===== src/rtl/rv32i_types.sv =====
// rv32i_types: shared types for the memory hierarchy.
//   llc_cacheline - one last-level cacheline (256 bits)
//   arb_state_t   - cache_arbiter FSM states
package rv32i_types;

  localparam int unsigned LLC_LINE_BITS = 256;

  typedef logic [LLC_LINE_BITS-1:0] llc_cacheline;

  typedef enum logic [1:0] {
    IDLE,
    SERVE_I,
    SERVE_D
  } arb_state_t;

endpackage


===== src/rtl/cache_arbiter.sv =====
// cache_arbiter: shares one cacheline-adaptor port between the instruction
// cache (read-only miss port) and the data cache (miss/writeback port).
//
// Ports
//   clk, rst                          clock, synchronous active-high reset
//   i_pmem_read/address               I-cache request
//   i_pmem_rdata/resp                 I-cache response
//   d_pmem_read/write/address/wdata   D-cache request
//   d_pmem_rdata/resp                 D-cache response
//   pmem_read/write/address/wdata     shared adaptor request
//   pmem_rdata/resp                   shared adaptor response
//
// Configuration
//   CACHE_ARB_RR_EN  defined: simultaneous requests alternate (the side not
//                    granted last wins). Undefined: D always wins ties.
module cache_arbiter
  import rv32i_types::*;
#(
  parameter int unsigned s_line = 256
) (
  input  logic              clk,
  input  logic              rst,

  input  logic              i_pmem_read,
  input  logic [31:0]       i_pmem_address,
  output logic [s_line-1:0] i_pmem_rdata,
  output logic              i_pmem_resp,

  input  logic              d_pmem_read,
  input  logic              d_pmem_write,
  input  logic [31:0]       d_pmem_address,
  input  logic [s_line-1:0] d_pmem_wdata,
  output logic [s_line-1:0] d_pmem_rdata,
  output logic              d_pmem_resp,

  output logic              pmem_read,
  output logic              pmem_write,
  output logic [31:0]       pmem_address,
  output logic [s_line-1:0] pmem_wdata,
  input  logic [s_line-1:0] pmem_rdata,
  input  logic              pmem_resp
);

  arb_state_t state, next_state;
  logic       d_req;

`ifdef CACHE_ARB_RR_EN
  logic       last_grant_d;
`endif

  assign d_req = d_pmem_read | d_pmem_write;

  // Read data is broadcast; resp alone qualifies it.
  assign i_pmem_rdata = pmem_rdata;
  assign d_pmem_rdata = pmem_rdata;

  always_ff @(posedge clk) begin
    if (rst) begin
      state <= IDLE;
`ifdef CACHE_ARB_RR_EN
      last_grant_d <= 1'b0;
`endif
    end else begin
      state <= next_state;
`ifdef CACHE_ARB_RR_EN
      if (state == IDLE && next_state != IDLE)
        last_grant_d <= (next_state == SERVE_D);
`endif
    end
  end

  always_comb begin
    next_state = state;
    unique case (state)
      IDLE: begin
        if (i_pmem_read && d_req) begin
`ifdef CACHE_ARB_RR_EN
          next_state = last_grant_d ? SERVE_I : SERVE_D;
`else
          next_state = SERVE_D;
`endif
        end else if (i_pmem_read) begin
          next_state = SERVE_I;
        end else if (d_req) begin
          next_state = SERVE_D;
        end else begin
          next_state = IDLE;
        end
      end
      // A requester dropping its strobe does not abort; only resp ends a grant.
      SERVE_I: if (pmem_resp) next_state = IDLE;
      SERVE_D: if (pmem_resp) next_state = IDLE;
      default: next_state = IDLE;
    endcase
  end

  always_comb begin
    pmem_read    = 1'b0;
    pmem_write   = 1'b0;
    pmem_address = '0;
    pmem_wdata   = '0;
    i_pmem_resp  = 1'b0;
    d_pmem_resp  = 1'b0;
    unique case (state)
      IDLE: ;
      SERVE_I: begin
        pmem_read    = i_pmem_read;
        pmem_address = i_pmem_address;
        i_pmem_resp  = pmem_resp;
      end
      SERVE_D: begin
        // Read+write together is illegal; the write takes the port.
        pmem_write   = d_pmem_write;
        pmem_read    = d_pmem_read & ~d_pmem_write;
        pmem_address = d_pmem_address;
        pmem_wdata   = d_pmem_wdata;
        d_pmem_resp  = pmem_resp;
      end
      default: ;
    endcase
  end

endmodule


===== config.mk =====
export PLATFORM = sky130hd
export DESIGN_NAME = cache_arbiter
export DESIGN_NICKNAME = d
export VERILOG_FILES = /design/src/rtl/rv32i_types.sv /design/src/rtl/cache_arbiter.sv
export SDC_FILE = /design/constraint.sdc
export NUM_CORES = 1
export LEC_CHECK = 0
export BUFFER_PORTS_ARGS = -buffer_cell sky130_fd_sc_hd__buf_2
export CAP_MARGIN = 20
export CORE_AREA = 2 2 539 541
export CTS_BUF_LIST = sky130_fd_sc_hd__clkbuf_16
export CTS_CLUSTER_SIZE = 16
export DETAILED_ROUTE_END_ITERATION = 8
export DIE_AREA = 0 0 541 543
export GPL_ROUTABILITY_DRIVEN = 0
export GPL_TIMING_DRIVEN = 0
export SLEW_MARGIN = 20
export SYNTH_ARGS = -nofsm -noshare
export SYNTH_HDL_FRONTEND = slang
export SYNTH_SLANG_ARGS = --single-unit
export TNS_END_PERCENT = 50

===== constraint.sdc =====
create_clock -name clk -period 1.25 [get_ports clk]
set_input_delay 0.25 -clock clk [delete_from_list [all_inputs] [get_ports clk]]
set_output_delay 0.25 -clock clk [all_outputs]
set_load 0.005 [all_outputs]

==> impl_metrics.tcl <==
set metrics [dict create \
    status "finished, violations left" \
    via_count 11800 \
    clockRootBuffer "clkbuf_16" \
    grt_util_all_layers 0.137 \
    ys_seq_area_frac 0.00637 \
    cts.sinks 2 \
    worstPathRequired_ns 1.00 \
    drtAntennaViolNets 0 \
    h-tree-depth 1 \
    path_max_fanout 10 \
    drv_cap 0 \
    worst_slack_ns -0.883 \
    start_util 0.0219 \
    die_h_microns 543 \
    reg_top3 "state (2)" \
    relSlewSlack 0.669 \
    start_kind "flop" \
    yosys_warnings 0 \
    vias_per_cell 1.99 \
    worstHoldPathType "in -> reg" \
    clk_latency_ns 0.22 \
    drt_wl_total_mm 211 \
    synth.largest_area_cell "buf_4" \
    yosysTopAreaCellShare 0.618 \
    fin_skew_ns 0.00159 \
    synthFlopType "dfxtp_1" \
    top_register "state" \
    rsz0062_at_grt "yes" \
    grt_pass1_wl_mm 233 \
    io_buffers 1129 \
    synth.area.top_cells "buf_4, and2_1, a22oi_1, nor2b_1, buf_2" \
    cts_tree "built" \
    first_pass_iters 7 \
    worst_slew_pin_slew_ns 0.496 \
    hold_viol 0 \
    grt_pass1_vias 10700 \
    setup_tns_ns -187.78 \
    clk_pin_slew_ns 0.03 \
    fin_total_pwr_mw 9.97 \
    die_x_microns 541 \
    rows 197 \
    synth_edf_count 0 \
    setup_viol 294 \
    cp-end-kind "output port" \
    violations "setup timing" \
    power_density_nw_per_um2 498 \
    wire_per_inst_microns 35.6 \
    numCtsBuffers 3 \
    drv_slew 0 \
    p_leak_nw 9.44 \
    vdd_drop_max_uv 375 \
    largest_register_ffs 2 \
    timing_worst_setup_path_type "reg -> out" \
    synth_nets 1477 \
    drt_iter0_drc 430 \
    layout-drive-gt1-share 0.923 \
    fin_crit_ns 2.13 \
    synthesis.area_sq_um 6280 \
    worst_ep_arrival_time_ns 1.88 \
    die_area_sq_um 294000 \
    antenna_found_initial 231 \
    dpl_worst_slack_ns -1.23 \
    ctsLongestPathBuffers 2 \
    grt_max_degree 11 \
    core_area_sq_um 287000 \
    fin_nets 2674 \
    areaGrowthSynthToFinish_pct 219 \
    ys_ff_latch 2 \
    syn_inst 892 \
    ios 1386 \
    synthArstFlopShare 0 \
    hpwl_mm 203 \
    gr-total-overflow 0 \
    yosysUniqueCellTypes 19 \
    post-route-period-util 1.71 \
    post-route-util 0.0696 \
    drcViolationCount 0 \
    syn_area_per_cell_sq_um 7.04 \
    fmax_mhz 469 \
    hold-worst-slack_ns 0.266 \
]
==> cell usage after synthesis (2+ instances only) <==
library cell  count
inv_1             3
ha_1              3
nor2b_1          32
clkbuf_2         12
dfxtp_1           2
clkbuf_1          3
a22oi_1          32
and2_1          259
buf_2            19
buf_4           517
nand4bb_1         2
==> layer usage <==
metal	track usage	share of wire	up-vias
met5	0	0.0051	-
met2	0.208	0.41	1344
met3	0.0716	0.13	490
met4	0.0348	0.038	156
li1	-	-	4707
met1	0.169	0.41	5110
==> worst paths after layout <==
path	cells past startpoint	to	slack (ns)	start
setup reg to reg	8	state[1]	-0.48	state[0]
setup / recovery	7	pmem_address[19]	-0.88	state[0]
hold / removal	2	state[0]	0.27	rst
hold reg to reg	2	state[0]	0.56	state[0]
==> placed cells by master, fill, tap and decap left out, drive strengths merged <==
| cell | instances |
|---|---|
| a21boi | 1 |
| a22oi | 32 |
| and2 | 259 |
| and2b | 1 |
| buf | 1731 |
| bufbuf | 4 |
| clkbuf | 11 |
| dfxtp | 2 |
| diode | 69 |
| ha | 3 |
| inv | 3 |
| nand2 | 1 |
| nand3b | 1 |
| nand4bb | 2 |
| nor2 | 1 |
| nor2b | 32 |
| o31ai | 1 |
| o41ai | 1 |
| or4bb | 1 |
==> worst max-delay path: stages (launching register included) <==
cell	delay [ns]
dfxtp_4	0.37
inv_4	0.04
ha_4	0.17
buf_12	0.15
buf_8	0.17
a22oi_2	0.40
nor2b_1	0.14
buf_2	0.17
==> cells by family (layout without fill, tap and decap cells) <==
| group | after synthesis | after routing | share of synthesized area |
|---|---|---|---|
| other | 0 | 69 | 0 |
| buffers and inverters | 554 | 1749 | 0.646 |
| flip-flops | 2 | 2 | 0.00637 |
| adder cells (fa/ha/maj) | 3 | 3 | 0.00598 |
| AND/OR/NAND/NOR | 298 | 298 | 0.299 |
| AO/OA/AOI/OAI | 35 | 35 | 0.0426 |
==> timing repair <==
action                     in CTS  in global routing
resized for setup             484                136
cloned                         18                  1
hold buffers                    0                  0
buffers inserted               42                  8
pin swaps                      13                 10
setup endpoints to repair     293                294
hold endpoints to repair        0                  0
==> stage by stage <==
stage / instances / instance area, sq um
after CTS: 5864 / 19400
final: 5937 / 20000
after detailed placement: 5802 / 16900
after global routing: 5895 / 19900
after floorplan: 892 / 6510
after global placement: 5802 / 16900
==> cell type report <==
class / instances / area, sq um
Multi-Input combinational cell: 336 / 2800
Sequential cell: 2 / 47.5
Fill cell: 33900 / 267000
Timing Repair Buffer: 1197 / 7810
Inverter: 3 / 16.3
Clock buffer: 3 / 75.1
Antenna cell: 69 / 173
Tap cell: 3781 / 4730
Buffer: 546 / 4360
==> where the power goes <==
group | total, mW | switching [mW] | leakage [nW] | internal (mW)
clock network | 0.485 | 0.0774 | 0.0374 | 0.407
logic | 9.40 | 4.71 | 9.39 | 4.69
registers | 0.0801 | 0.0106 | 0.0178 | 0.0696
Power figures use the tool's default switching activity.
